--- config.mk ---
export PLATFORM = sky130hd
export DESIGN_NAME = depth_point_scheduler
export DESIGN_NICKNAME = d
export VERILOG_FILES = /design/src/rtl/depth_point_scheduler.sv
export SDC_FILE = /design/constraint.sdc
export NUM_CORES = 1
export LEC_CHECK = 0
export ABC_CLOCK_PERIOD_IN_PS = 9100
export BUFFER_PORTS_ARGS = -buffer_cell sky130_fd_sc_hd__buf_4
export CORE_AREA = 8 8 161 239
export DETAILED_ROUTE_END_ITERATION = 7
export DIE_AREA = 0 0 169 247
export PLACE_DENSITY_LB_ADDON = 0.05
export SYNTH_ARGS = -nofsm -noshare
export SYNTH_HDL_FRONTEND = slang
export SYNTH_SLANG_ARGS = --single-unit
--- constraint.sdc ---
create_clock -name clk -period 9.1 [get_ports clk]
set_clock_uncertainty 0.2 [all_clocks]
set_input_delay 0.455 -clock clk [delete_from_list [all_inputs] [get_ports clk]]
set_output_delay 0.455 -clock clk [all_outputs]
set_load 0.02 [all_outputs]
--- src/rtl/depth_point_scheduler.sv ---
// Pixel FIFO plus sequencer that feeds one stripe hit at a time to the depth datapath and forwards world points.
// Optional watchdog in WAIT/HOLD enabled by defining DEPTH_SCHED_TIMEOUT_EN.
module depth_point_scheduler #(
  parameter int FIFO_DEPTH    = 16,
  parameter int FIFO_AW       = 4,
  parameter int CAPTURE_DELAY = 2,
  parameter int TIMEOUT_CYC   = 1024
) (
  input  logic        clk,
  input  logic        rst_n,
  input  logic        frame_start_i,
  input  logic        pix_valid_i,
  output logic        pix_ready_o,
  input  logic [11:0] pix_x_i,
  input  logic [11:0] pix_y_i,
  output logic [11:0] rc_px_x_o,
  output logic [11:0] rc_px_y_o,
  input  logic        rc_done_i,
  input  logic [12:0] rc_wpt1_i,
  input  logic [12:0] rc_wpt2_i,
  input  logic [12:0] rc_wpt3_i,
  output logic        pt_valid_o,
  input  logic        pt_ready_i,
  output logic [12:0] pt_x_o,
  output logic [12:0] pt_y_o,
  output logic [12:0] pt_z_o,
  output logic [15:0] pt_count_o,
  output logic        busy_o,
  output logic        timeout_err_o
);

  typedef enum logic [2:0] {S_IDLE, S_LOAD, S_WAIT, S_HOLD, S_OUT} state_t;

  localparam int CD_W = (CAPTURE_DELAY > 1) ? $clog2(CAPTURE_DELAY) : 1;
  localparam logic [FIFO_AW:0] FULL_CNT = (FIFO_AW+1)'(FIFO_DEPTH);

  state_t              state_q;
  logic [23:0]         fifo_mem_q [FIFO_DEPTH];
  logic [FIFO_AW-1:0]  wr_ptr_q, rd_ptr_q;
  logic [FIFO_AW:0]    count_q, count_d;
  logic                pix_ready_q, pt_valid_q, done_prev_q, cache_valid_q;
  logic [11:0]         rc_px_x_q, rc_px_y_q, cache_x_q, cache_y_q;
  logic [12:0]         pt_x_q, pt_y_q, pt_z_q, cache_p1_q, cache_p2_q, cache_p3_q;
  logic [15:0]         pt_count_q;
  logic [CD_W-1:0]     hold_cnt_q;
  logic                push, pop, capture, cache_hit;
  logic [23:0]         head;

  always_comb begin
    head      = fifo_mem_q[rd_ptr_q];
    push      = pix_valid_i && pix_ready_q && !frame_start_i;
    pop       = (state_q == S_IDLE) && (count_q != '0) && !frame_start_i;
    capture   = (state_q == S_HOLD) && (hold_cnt_q == CD_W'(CAPTURE_DELAY - 1));
    cache_hit = cache_valid_q && (head == {cache_x_q, cache_y_q});
    count_d   = count_q;
    if (frame_start_i)     count_d = '0;
    else if (push && !pop) count_d = count_q + (FIFO_AW+1)'(1);
    else if (pop && !push) count_d = count_q - (FIFO_AW+1)'(1);
  end

  // Storage has no reset: pointers and occupancy define what is valid.
  always_ff @(posedge clk) begin
    if (push) fifo_mem_q[wr_ptr_q] <= {pix_x_i, pix_y_i};
  end

`ifdef DEPTH_SCHED_TIMEOUT_EN
  localparam int WD_W = $clog2(TIMEOUT_CYC) + 1;
  logic [WD_W-1:0] wd_cnt_q;
  logic            timeout_err_q;
`endif

  always_ff @(posedge clk) begin
    done_prev_q <= rc_done_i;
    if (!rst_n) begin
      state_q       <= S_IDLE;
      wr_ptr_q      <= '0;
      rd_ptr_q      <= '0;
      count_q       <= '0;
      pix_ready_q   <= 1'b0;
      pt_valid_q    <= 1'b0;
      done_prev_q   <= 1'b0;
      cache_valid_q <= 1'b0;
      rc_px_x_q     <= '0;
      rc_px_y_q     <= '0;
      cache_x_q     <= '0;
      cache_y_q     <= '0;
      pt_x_q        <= '0;
      pt_y_q        <= '0;
      pt_z_q        <= '0;
      cache_p1_q    <= '0;
      cache_p2_q    <= '0;
      cache_p3_q    <= '0;
      pt_count_q    <= '0;
      hold_cnt_q    <= '0;
`ifdef DEPTH_SCHED_TIMEOUT_EN
      wd_cnt_q      <= '0;
      timeout_err_q <= 1'b0;
`endif
    end else if (frame_start_i) begin
      // Abort everything; rc_px_x/y deliberately keep their last value.
      state_q       <= S_IDLE;
      wr_ptr_q      <= '0;
      rd_ptr_q      <= '0;
      count_q       <= '0;
      pix_ready_q   <= 1'b1;
      pt_valid_q    <= 1'b0;
      pt_count_q    <= '0;
      cache_valid_q <= 1'b0;
`ifdef DEPTH_SCHED_TIMEOUT_EN
      timeout_err_q <= 1'b0;
`endif
    end else begin
      count_q     <= count_d;
      pix_ready_q <= (count_d != FULL_CNT);
      if (push) wr_ptr_q <= wr_ptr_q + FIFO_AW'(1);
      if (pop)  rd_ptr_q <= rd_ptr_q + FIFO_AW'(1);

      case (state_q)
        S_IDLE: if (pop) begin
          rc_px_x_q <= head[23:12];
          rc_px_y_q <= head[11:0];
          // Same pixel as the cached one: the divider would not restart, so reuse the point.
          if (cache_hit) begin
            pt_x_q     <= cache_p1_q;
            pt_y_q     <= cache_p2_q;
            pt_z_q     <= cache_p3_q;
            pt_valid_q <= 1'b1;
            state_q    <= S_OUT;
          end else begin
            state_q    <= S_LOAD;
          end
        end
        S_LOAD: begin
          state_q <= S_WAIT;
`ifdef DEPTH_SCHED_TIMEOUT_EN
          wd_cnt_q <= '0;
`endif
        end
        S_WAIT: if (rc_done_i && !done_prev_q) begin
          state_q    <= S_HOLD;
          hold_cnt_q <= '0;
        end
        S_HOLD: if (capture) begin
          pt_x_q        <= rc_wpt1_i;
          pt_y_q        <= rc_wpt2_i;
          pt_z_q        <= rc_wpt3_i;
          cache_x_q     <= rc_px_x_q;
          cache_y_q     <= rc_px_y_q;
          cache_p1_q    <= rc_wpt1_i;
          cache_p2_q    <= rc_wpt2_i;
          cache_p3_q    <= rc_wpt3_i;
          cache_valid_q <= 1'b1;
          pt_valid_q    <= 1'b1;
          state_q       <= S_OUT;
        end else begin
          hold_cnt_q <= hold_cnt_q + CD_W'(1);
        end
        S_OUT: if (pt_ready_i) begin
          pt_valid_q <= 1'b0;
          if (pt_count_q != 16'hFFFF) pt_count_q <= pt_count_q + 16'd1;
          state_q    <= S_IDLE;
        end
        default: state_q <= S_IDLE;
      endcase

`ifdef DEPTH_SCHED_TIMEOUT_EN
      // Watchdog overrides the case above when it expires.
      if ((state_q == S_WAIT || state_q == S_HOLD) && !capture) begin
        if (wd_cnt_q == WD_W'(TIMEOUT_CYC - 1)) begin
          state_q       <= S_IDLE;
          timeout_err_q <= 1'b1;
          cache_valid_q <= 1'b0;
        end else begin
          wd_cnt_q <= wd_cnt_q + WD_W'(1);
        end
      end
`endif
    end
  end

  assign pix_ready_o = pix_ready_q;
  assign rc_px_x_o   = rc_px_x_q;
  assign rc_px_y_o   = rc_px_y_q;
  assign pt_valid_o  = pt_valid_q;
  assign pt_x_o      = pt_x_q;
  assign pt_y_o      = pt_y_q;
  assign pt_z_o      = pt_z_q;
  assign pt_count_o  = pt_count_q;
  assign busy_o      = (count_q != '0) || (state_q != S_IDLE);
`ifdef DEPTH_SCHED_TIMEOUT_EN
  assign timeout_err_o = timeout_err_q;
`else
  // Always false; written against the parameter so it stays referenced without the watchdog.
  assign timeout_err_o = (TIMEOUT_CYC < 0);
`endif

endmodule
## Yosys cells after proc, flatten, opt, wreduce, memory -nomap -nowiden

Memories as Yosys holds them, arrays and structs flattened. A register that Yosys moved wholly into a read port is not among the register bits.
Index checks and enable logic that the tools add are counted.

| word-level totals | value |
|---|---|
| register bits after elaboration | 163 |
| memory bits (writable) | 384 |
| input bits | 69 |
| output and inout bits | 83 |
| memories | 1 |

Memories:

| name | words | bits a word | rd ports | clocked after Yosys merged registers in | wr ports | RTL line | text |
|---|---|---|---|---|---|---|---|
| fifo_mem_q | 16 | 24 | 1 | 1 | 1 | 38 | `logic [23:0] fifo_mem_q [FIFO_DEPTH];` |

| operators by class | value |
|---|---|
| add/sub/neg operators | 6 |
| eq/ne operators | 13 |
| mux-type cells | 34 |
| bitwise operators | 2 |
| reductions and logical operators | 29 |

Operators by type and width:

| cell | count |
|---|---|
| $mux W13 | 9 |
| $pmux W13 S2 | 3 |
| $eq A24 B24 Y1 | 1 |
| $add A16 B1 Y16 const B | 1 |
| $ne A16 B16 Y1 const B | 1 |
| $mux W3 | 5 |
| $mux W5 | 3 |
| $pmux W3 S5 | 1 |
| $ne A2 B2 Y1 const B | 6 |
| $reduce_and A5 Y1 | 2 |
| $logic_and A1 B1 Y1 | 9 |
| $mux W1 | 9 |
| $reduce_and A3 Y1 | 3 |
| $add A4 B1 Y4 const B | 2 |
| $mux W4 | 2 |
| $reduce_and A4 Y1 | 2 |
| $eq A3 B2 Y1 const B | 2 |
| $reduce_bool A3 Y1 | 2 |
| $add A5 B1 Y5 const B | 1 |
| $ne A5 B5 Y1 const B | 1 |
| $reduce_bool A5 Y1 | 1 |
| $sub A5 B1 Y5 const B | 1 |
| $logic_not A1 Y1 | 4 |
| $reduce_bool A2 Y1 | 2 |
| 10 further kinds | 11 |

## Longest topological paths before layout

Gate-level depths: netlist (run 1).

| logic depth | value |
|---|---|
| word-level depth | 9 |
| depth in mapped cells | 16 |
| mapped depth without buffers | 11 |

## Least setup slack after synthesis (run 1)

No wires, ideal clock.

| path | value |
|---|---|
| path type | register to register |
| start | register (tool-made name) |
| end | register pt_x_q[10], in the netlist pt_x_o[10] |
| setup time | 0.072 ns |
| arrival time | 3.195 ns |
| data required time | 8.828 ns |
| path slack | 5.633 ns |
| stages on the path, launching flop included | 15 |
| path buffers | 5 |
| period minus slack after synthesis | 3.467 ns |
| path through | dfxtp_1 buf_4 buf_2 buf_2 mux4_2 a22oi_1 nand3_1 xor2_1 nor4_1 nand4_1 or4_4 nand2_4 buf_12 buf_12 mux2i_1 |

RTL lines:

| what | RTL line | text |
|---|---|---|
| end signal: assignment | 124 | `pt_x_q <= cache_p1_q;` |
| end signal: assignment | 144 | `pt_x_q <= rc_wpt1_i;` |
| end: declaration | 43 | `logic [12:0] pt_x_q, pt_y_q, pt_z_q, cache_p1_q, cache_p2_q, cache_p3_q;` |

==> impl_metrics.py, run 1 <==
metrics = {
    "outcome": {
        "outcome": "completed",
    },
    "synthesis": {
        "postSynthAreaPerCell_um2": 13.69,
        "synth_commonest_cells": "384 x edfxtp_1, 230 x nand2_1, 167 x dfxtp_1, 150 x nor2_1, 96 x a21oi_1",
        "synth_top_area_share_pct": 51.63,
        "yosys_warnings": 0,
        "yosysMostFrequentCell": "edfxtp_1",
        "postSynthCellCount": 1631,
        "ys_types": 67,
        "ys_seq_elements": 551,
        "seq_area_frac_synth_pct": 66.60,
        "synth_compound_area_share_pct": 5.176,
        "synthAdderAreaFrac_pct": 0.5042,
        "synth_area_leaders": "edfxtp_1 52%, dfxtp_1 15%, mux4_2 7.5%",
        "synth_nets": 1709,
        "synth_ff_type": "edfxtp_1",
        "async_reset_ff_share_pct": 0,
        "synth_top_area_cell": "edfxtp_1",
        "yosys.area_share.simple_pct": 10.58,
        "yosys-mux-area-fraction_pct": 12.65,
        "syn_area_mm2": 0.02234,
        "synth_xor_area_share_pct": 1.921,
        "synth-edff-count": 384,
        "synth_top_family_by_area": "multiplexers",
    },
    "floorplanning": {
        "dieArea_mm2": 0.04174,
        "core-area_mm2": 0.03489,
        "die_w_um": 169,
        "pin_count": 152,
        "dieHeight_um": 247,
        "rows": 84,
        "start_util_pct": 64.01,
    },
    "min_path": {
        "whs_endpoint": "state_q[2]",
        "min-delay-start": "pt_ready_i",
        "holdCritPathClass": "in2reg",
        "hold_depth": 3,
    },
    "critical_path": {
        "arrival_ns": 5.38,
        "r2r_slack_ns": 4.01,
        "r2r-end": "pt_y_o[1]",
        "worst-setup-path-type": "reg2reg",
        "crit_path_start_kind": "register",
        "crit_required_ns": 9.39,
        "crit_path_max_fanout": 54,
        "reg2regPathDepth": 10,
        "end_kind": "register",
    },
    "power_and_ir_drop": {
        "peakVddDrop_uv": 176.0,
        "p_leak_uw": 0.008649,
        "p_per_area_mw_per_mm2": 185.7,
        "p_total_uw": 4826,
    },
    "drt": {
        "viasPerCell": 6.002,
        "drc_errors": 0,
        "dr.pass1.iters": 6,
        "antenna_left": 0,
        "vias": 14056,
        "drt_iter0_markers": 1463,
        "wirelength_um": 53110,
        "wl_per_cell_um": 22.68,
    },
    "cells_and_area": {
        "stdcell_count": 2342,
        "drive_gt1_share_pct": 19.69,
        "fillCellCount": 2225,
        "area_delta_synth_final_pct": 16.38,
        "diodes": 0,
        "fin_nets": 1907,
    },
    "timing": {
        "rsz0062_at_grt": "false",
        "slew_headroom_pct": 18.26,
        "final-max-slew-violation-count": 0,
        "fin_crit_ns": 5.089,
        "fmax_ghz": 0.1965,
        "min_period_over_period_pct": 55.92,
        "hold_viol_final": 0,
        "setup_viol": 0,
        "worst_pin_slew_ns": 1.219,
        "setup-tns-final_ns": 0,
    },
    "clock_tree": {
        "ctsResizeCount": 0,
        "clockBufferDepth": 3,
        "cts_tree": "built",
        "htreeDepth": 2,
        "clk_latency_ns": 0.57,
        "numCtsBuffers": 49,
        "clock_sinks": 551,
        "path_clk_slew_ns": 0.06,
        "cts-root-buf": "clkbuf_16",
    },
    "global_route": {
        "antenna_found_initial": 0,
        "grt.total_usage_pct": 25.49,
        "gr-total-overflow": 0,
        "grt_pass1_wl_um": 81250,
        "grt_max_degree": 120,
        "grt_pass1_vias": 14013,
    },
    "place": {
        "finalWeightedCongestion": 0.8199,
        "dp.cells": 2185,
        "dp_hpwl_um": 31370,
        "port_buffers": 150,
    },
    "job": {
        "cap_violations": 0,
    },
}
[cell families after synthesis]
logic type / count (synthesis)
compound gates: 187
xor+xnor: 49
fa+ha+maj: 9
buf+inv: 114
flops: 551
mux: 185
other cells: 1
simple gates: 535
[layout make-up]
type	instances	area, um^2	area share [%]
clock buffer	66	1334	5.131
clock inverter	25	170.2	0.6546
inverter	17	65.06	0.2503
multi-input combinational	966	6952	26.74
sequential	551	14880	57.26
tap	473	591.8	2.277
timing repair buffer	244	1997	7.682
[per-stage QoR]
| step | instance area (um^2) | hold slack (ns) | setup slack (ns) | util, % |
|---|---|---|---|---|
| final | 25990 | 0.05756 | 4.011 | 74.49 |
| after global routing | 25990 | 0.07994 | 3.731 | 74.49 |
| after CTS | 25990 | 0.04006 | 3.963 | 74.49 |
| after detailed placement | 23830 | 0.2467 | 3.933 | 68.29 |
| after global placement | 23830 | 0.2417 | 4.011 | 68.29 |
| after floorplan | 22340 | 0.2367 | 5.633 | - |
[cells in the final DEF (no fill, tap or decap), types with 11 or more instances in the layout]
cell,instances
edfxtp_1,384
nand2_1,230
buf_4,178
dfxtp_1,163
nor2_1,136
a21oi_1,96
mux2i_1,91
mux4_2,74
dlygate4sd3_1,66
or3_1,53
clkbuf_16,50
xor2_1,30
nand3_1,23
o21ai_0,20
xnor2_1,19
nor3_1,17
mux2_2,17
clkinv_1,15
inv_1,14
nor2_2,13
a211oi_1,13
clkbuf_1,12
nor2b_1,11
nand4_1,11
[registers in the layout, summed over array words and instances (netlist names), 4 cells and up, named ones only]
| register | flops |
|---|---|
| cache_p1_q | 13 |
| pt_y_o | 13 |
| fifo_mem_q | 384 |
| rc_px_x_o | 12 |
| count_q | 5 |
| rc_px_y_o | 12 |
| rd_ptr_q | 4 |
| pt_z_o | 13 |
| pt_count_o | 16 |
| cache_p3_q | 13 |
| wr_ptr_q | 4 |
| cache_y_q | 12 |
| pt_x_o | 13 |
| cache_p2_q | 13 |
| cache_x_q | 12 |
[report_power, final]
part / total [uW] / internal, uW / switching, uW
Clock: 1960 / 1080 / 871
Sequential: 2700 / 2680 / 10.1
Combinational: 175 / 76.2 / 99.0
[critical path, stage by stage, from the launching register on]
cell and delay (ns):
dfxtp_4 0.88, buf_4 0.62, mux4_2 0.59, and2_1 0.18
a211oi_1 0.20, a21oi_1 0.09, xor2_1 0.20, or4_1 0.60
or4_4 0.58, nand2_4 0.55, mux2i_1 0.25
[timing repair]
action,CTS,global route
hold endpoints to repair,416,0
buffers inserted,0,0
hold buffers,66,0
[worst max-delay path by stage]
stage | to | slack, ns | depth (start not counted)
6_report | pt_y_o[1] | 4.01 | 10
5_1_grt | pt_x_o[12] | 3.73 | 10
4_1_cts | pt_z_o[10] | 3.96 | 10
3_5_place_dp | pt_z_o[10] | 3.93 | 10
3_3_place_gp | pt_y_o[0] | 4.01 | 10
2_1_floorplan | pt_x_o[10] | 5.63 | 14
[per-layer routing]
metal  global-route usage [%]  wire length (um)  vias up  share of wire, %
met2                    42.70             26250      567                49
met4                    10.91              1972        0               3.7
li1                         -                 -     6406                 -
met5                        0                 0        -                 0
met3                    4.310              3802      138               7.2
met1                    32.56             21090     6945                40
Note: power is estimated with default switching activity, not from simulation.
==> run 2, diff against run 1 <==
--- a/config.mk
+++ b/config.mk
@@ -5,11 +5,11 @@
 export SDC_FILE = /design/constraint.sdc
 export NUM_CORES = 1
 export LEC_CHECK = 0
-export ABC_CLOCK_PERIOD_IN_PS = 9100
+export ABC_CLOCK_PERIOD_IN_PS = 4500
 export BUFFER_PORTS_ARGS = -buffer_cell sky130_fd_sc_hd__buf_4
-export CORE_AREA = 8 8 161 239
+export CORE_AREA = 8 8 176 261
 export DETAILED_ROUTE_END_ITERATION = 7
-export DIE_AREA = 0 0 169 247
+export DIE_AREA = 0 0 184 269
 export PLACE_DENSITY_LB_ADDON = 0.05
 export SYNTH_ARGS = -nofsm -noshare
 export SYNTH_HDL_FRONTEND = slang
==> constraint.sdc (replaced) <==
create_clock -name clk -period 4.5 [get_ports clk]
set_clock_uncertainty 0.2 [all_clocks]
set_input_delay 0.225 -clock clk [delete_from_list [all_inputs] [get_ports clk]]
set_output_delay 0.225 -clock clk [all_outputs]
set_load 0.02 [all_outputs]
==> run 2 against run 1 <==
  * Combinational power grew 110%
  * Non-clock buffer count increased by 30
  * Utilization fell by 11 points
  * Sequential share of layout area decreased by 1.3 points
  * Routed wire length up 8.5%
  * Global-route usage is 2.2 points lower
  * Cell count rose by 5.4%
  * Maximum frequency grew 20%
  * Clock power rose by 130%
  * Power grew 110%
  * Register-to-register slack lost 3.7 ns
  * Highest routed layer unchanged
==> impl_metrics.py, run 2 (synthesized netlist as in run 1, its figures left out) <==
metrics = {
    "critical_path": {
        "r2r_slack_ns": 0.28,
        "reg2regPathDepth": 11,
        "path_cells": "buf_12 > mux4_2 > mux2i_1 > xor2_1 > o22ai_1 > a211oi_1 > nand4_1 > or4_4 > nand2_4 > buf_12 > mux2i_1",
        "cp_slowest_cell": "dfxtp_4",
        "crit_family": "multiplexers",
        "crit_required_ns": 4.79,
        "crit_path_end": "pt_y_o[12]",
        "max_stage_delay_ns": 0.54,
        "crit_path_max_fanout": 34,
        "r2r-end": "pt_y_o[12]",
        "crit_path_start_kind": "register",
        "end_kind": "register",
        "arrival_ns": 4.52,
        "crit_cells": 11,
        "worst-setup-path-type": "reg2reg",
        "critPathBufInv": 2,
    },
    "floorplanning": {
        "die_w_um": 184,
        "start_util_pct": 53.31,
        "core-area_mm2": 0.04190,
        "dieHeight_um": 269,
        "rows": 92,
        "dieArea_mm2": 0.04950,
        "pin_count": 152,
    },
    "clock_tree": {
        "htreeDepth": 2,
        "cts_tree": "built",
        "numCtsBuffers": 52,
        "cts-root-buf": "clkbuf_16",
        "postCtsSetupBuffers": 0,
        "postCtsHoldBufs": 68,
        "clock_sinks": 551,
        "clk_latency_ns": 0.58,
        "path_clk_slew_ns": 0.06,
        "ctsResizeCount": 0,
        "clockBufferDepth": 3,
    },
    "cells_and_area": {
        "final_cell_mix": "384 x edfxtp_1, 230 x nand2_1, 200 x buf_4",
        "fillCellCount": 3223,
        "top_register": "fifo_mem_q",
        "final_util_pct": 63.52,
        "drive_gt1_share_pct": 21.32,
        "diodes": 0,
        "largest_reg_flops": 384,
        "regArea_mm2": 0.01489,
        "area_delta_synth_final_pct": 19.15,
        "multi_input_area_mm2": 0.006952,
        "fin_area_mm2": 0.02661,
        "fin_nets": 1940,
        "final_common_cell": "edfxtp_1",
    },
    "drt": {
        "dr.pass1.iters": 5,
        "drc_errors": 0,
        "drt_iter0_markers": 1218,
        "viasPerCell": 5.711,
        "antenna_left": 0,
        "wl_per_cell_um": 23.34,
        "vias": 14094,
        "wirelength_um": 57600,
    },
    "timing": {
        "final-max-slew-violation-count": 0,
        "fin_crit_ns": 4.225,
        "setup-tns-final_ns": 0,
        "fmax_ghz": 0.2367,
        "slew_headroom_pct": 41.99,
        "min_period_over_period_pct": 93.89,
        "hold_viol_final": 0,
        "worst_pin_slew_ns": 0.8702,
        "rsz0062_at_grt": "false",
        "setup_viol": 0,
    },
    "min_path": {
        "holdCritPathClass": "reg2reg",
    },
    "power_and_ir_drop": {
        "p_total_uw": 10230,
        "p_per_area_mw_per_mm2": 384.3,
        "p_leak_uw": 0.008900,
        "peakVddDrop_uv": 345.2,
    },
    "outcome": {
        "outcome": "completed",
    },
    "global_route": {
        "grt_pass1_wl_um": 87460,
        "grt_max_degree": 90,
        "antenna_found_initial": 0,
        "grt.total_usage_pct": 23.29,
        "grt_pass1_vias": 14084,
        "gr-total-overflow": 0,
    },
    "place": {
        "port_buffers": 150,
        "finalWeightedCongestion": 0.8465,
        "dp_hpwl_um": 34920,
        "place_area_mm2": 0.02423,
    },
    "job": {
        "cap_violations": 0,
    },
}
run 2: cell count changes in the layout (fill, tap and decap cells not counted), moves of 2 or more:
cell           previous run  this run
clkbuf_16                50        53
buf_12                    0         6
bufinv_16                 2         6
clkinv_1                 15        12
clkbuf_2                  2         0
buf_4                   178       200
inv_6                     0         2
clkbuf_4                  0         2
clkbuf_8                  2         0
clkbuf_1                 12        10
clkinvlp_2                0         2
dlygate4sd3_1            66        68
run 2: worst min-delay path by stage:
stage | start | to | cells after the start
2_1_floorplan | pix_y_i[0] | fifo_mem_q[0][0] | 0
3_3_place_gp | cache_p1_q[10] | cache_p1_q[10] | 2
5_1_grt | rc_wpt3_i[8] | cache_p3_q[8] | 4
6_report | cache_p1_q[12] | cache_p1_q[12] | 2
4_1_cts | rc_wpt3_i[3] | cache_p3_q[3] | 4
3_5_place_dp | cache_p3_q[10] | cache_p3_q[10] | 2
run 2: power by group:
part	total (uW)	internal, uW	switching (uW)
clock	4410	2520	1880
sequential	5450	5430	16.7
combinational	375	161	214
run 2: final cells by class:
| cell class | instances | share of cell area [%] |
|---|---|---|
| multi-input cells | 966 | 26.12 |
| inverters | 17 | 0.2445 |
| repair buffers | 274 | 8.651 |
| flip-flops and latches | 551 | 55.94 |
| well taps | 564 | 2.652 |
| clock inverters | 31 | 1.213 |
| clock buffers | 65 | 5.181 |
run 2: per-layer routing:
metal | vias up | GRT usage, % | wire length [um]
met3 | 110 | 3.465 | 3601
met5 | - | 0 | 0
met4 | 0 | 7.366 | 1656
li1 | 6478 | - | -
met1 | 7011 | 29.51 | 23360
met2 | 495 | 40.72 | 28990
run 2: tightest hold or removal path, delay by kind of cell, from the launching register on:
kind	cells	cell delay, ns
AOI/OAI and AO/OA	1	0.05
DFF	1	0.31
and+or+nand+nor	1	0.05
run 2: stage by stage:
step / worst slack [ns] / hold WS (ns) / cells
final: 0.2750 / 0.2532 / 2468
after global routing: 0.09760 / 0.2609 / 2468
after CTS: 0.2365 / 0.2358 / 2468
after detailed placement: 0.3000 / 0.2469 / 2304
after global placement: 0.3083 / 0.2419 / 2304
after floorplan: 1.033 / 0.1239 / 1631
==> run 3, diff against run 2 <==
--- a/config.mk
+++ b/config.mk
@@ -6,10 +6,10 @@
 export NUM_CORES = 1
 export LEC_CHECK = 0
 export ABC_CLOCK_PERIOD_IN_PS = 4500
-export BUFFER_PORTS_ARGS = -buffer_cell sky130_fd_sc_hd__buf_4
-export CORE_AREA = 8 8 176 261
+export CORE_AREA = 8 8 171 254
 export DETAILED_ROUTE_END_ITERATION = 7
-export DIE_AREA = 0 0 184 269
+export DIE_AREA = 0 0 179 262
+export DONT_BUFFER_PORTS = 1
 export PLACE_DENSITY_LB_ADDON = 0.05
 export SYNTH_ARGS = -nofsm -noshare
 export SYNTH_HDL_FRONTEND = slang
==> run 3 against run 2 <==
  * Maximum frequency is 3.0% higher
  * Sequential share of layout area is 2.5 points higher
  * Via count is 4.6% lower
  * Cell count is 8.2% lower
  * Global-route usage is 0.29 points higher
  * Die area is 5.2% lower
  * Power is 1.6% lower
  * Worst hold slack worse by 0.20 ns
  * Routed wire length is 3.7% lower
  * Largest power group unchanged
  * Highest routed layer unchanged
==> impl_metrics.py, run 3 (synthesized netlist as in run 1, its figures left out) <==
metrics = {
    "outcome": {
        "outcome": "completed",
    },
    "cells_and_area": {
        "top_register": "fifo_mem_q",
        "final_common_cell": "edfxtp_1",
        "area_delta_synth_final_pct": 14.04,
        "fin_area_mm2": 0.02547,
        "fin_nets": 1793,
        "largest_reg_flops": 384,
        "drive_gt1_share_pct": 13.94,
        "final_cell_mix": "384 x edfxtp_1, 230 x nand2_1, 163 x dfxtp_1",
    },
    "clock_tree": {
        "cts_tree": "built",
        "clockBufferDepth": 3,
        "numCtsBuffers": 51,
        "clock_sinks": 551,
        "path_clk_slew_ns": 0.06,
        "ctsResizeCount": 0,
        "htreeDepth": 2,
        "cts-root-buf": "clkbuf_16",
        "clk_latency_ns": 0.58,
    },
    "critical_path": {
        "crit_required_ns": 4.82,
        "arrival_ns": 4.42,
        "crit_path_max_fanout": 39,
        "end_kind": "register",
        "crit_path_start_kind": "register",
        "worst-setup-path-type": "reg2reg",
    },
    "floorplanning": {
        "start_util_pct": 56.19,
        "dieHeight_um": 262,
        "pin_count": 152,
        "rows": 90,
        "core-area_mm2": 0.03975,
        "die_w_um": 179,
        "dieArea_mm2": 0.04690,
    },
    "timing": {
        "min_period_over_period_pct": 91.12,
        "hold_viol_final": 0,
        "whs_ns": 0.05016,
        "worst_pin_slew_ns": 1.062,
        "final-max-slew-violation-count": 0,
        "fin_crit_ns": 4.100,
        "fmax_ghz": 0.2439,
        "setup-tns-final_ns": 0,
        "rsz0062_at_grt": "false",
        "slew_headroom_pct": 29.21,
        "setup_viol": 0,
    },
    "drt": {
        "wirelength_um": 55470,
        "viasPerCell": 5.935,
        "wl_per_cell_um": 24.49,
        "drt_iter0_markers": 985,
        "antenna_left": 0,
        "dr.pass1.iters": 5,
        "drc_errors": 0,
        "vias": 13442,
    },
    "global_route": {
        "busiest_layer": "met2",
        "global_route.usage.met3_pct": 4.026,
        "grt.total_usage_pct": 23.59,
        "grt_pass1_vias": 13223,
        "grt_use_met2_pct": 40.48,
        "grt.met1_usage_pct": 29.97,
        "grt_pass1_wl_um": 82230,
        "gr-total-overflow": 0,
        "antenna_found_initial": 2,
        "grt_max_degree": 107,
    },
    "min_path": {
        "holdCritPathClass": "in2reg",
    },
    "place": {
        "port_buffers": 0,
        "finalWeightedCongestion": 0.8189,
        "dp_hpwl_um": 33570,
        "place_area_mm2": 0.02297,
    },
    "job": {
        "cap_violations": 0,
    },
    "power_and_ir_drop": {
        "p_leak_uw": 0.008173,
        "p_per_area_mw_per_mm2": 395.0,
        "peakVddDrop_uv": 353.8,
    },
}
[run 3: cell count changes in the layout (fill, tap and decap cells not counted), sizes merged]
cell	delta
buf	-159
inv	+1
dlygate4sd3	+13
clkbuf	+2
clkinv	-2
bufinv	-2
diode	+2
[run 3: final cells by class]
cell class / count / area [um^2]
timing repair buffer: 128 / 1264
inverter: 17 / 65.06
sequential: 551 / 14890
fill: 2927 / 14280
clock inverter: 28 / 246.5
clock buffer: 67 / 1420
antenna: 2 / 5.005
tap: 506 / 633.1
multi-input combinational: 966 / 6952
[run 3: report_power, final]
group	switching, uW	internal (uW)	leakage (uW)	total [uW]
Sequential	31.6	5430	0.00480	5460
Combinational	182	113	0.00255	295
Clock	1850	2450	0.000819	4300
Total	2070	7990	0.00817	10100
[run 3: routing by layer]
layer	wire length, um	share of wire (%)
met1	22290	40
met2	27970	50
met3	3726	6.7
met4	1491	2.7
met5	0	0
[run 3: stage by stage]
step	total power [uW]	utilization (%)	std cells	setup slack [ns]
2_1_floorplan	5711	-	1631	1.033
3_3_place_gp	5758	57.78	2086	0.4190
3_5_place_dp	5761	57.78	2086	0.3849
4_1_cts	10140	64.07	2263	0.3689
5_1_grt	10340	64.07	2264	0.2131
6_report	10060	64.08	2265	0.3995
[run 3: path summary, 6_finish.rpt]
kind                  from            end  slack, ns  cells after the start
max               register      pt_x_o[9]       0.40                     11
min          frame_start_i     count_q[0]       0.05                      5
max reg2reg       register      pt_x_o[9]       0.40                     11
min reg2reg  cache_p2_q[8]  cache_p2_q[8]       0.26                      2
[run 3: worst max-delay path: stages (launching register included)]
cell,delay (ns)
dfxtp_4,0.67
buf_4,0.33
mux4_2,0.52
nand2_1,0.08
nand2_1,0.09
mux2_2,0.27
a211oi_1,0.47
nand4_1,0.20
or4_4,0.56
nand2_4,0.10
buf_12,0.27
mux2i_1,0.23
[run 3: timing repair]
item                                   4_1_cts  5_1_grt
endpoints found under the hold margin      530        0
hold buffers                                82        0
setup buffers                                0        0
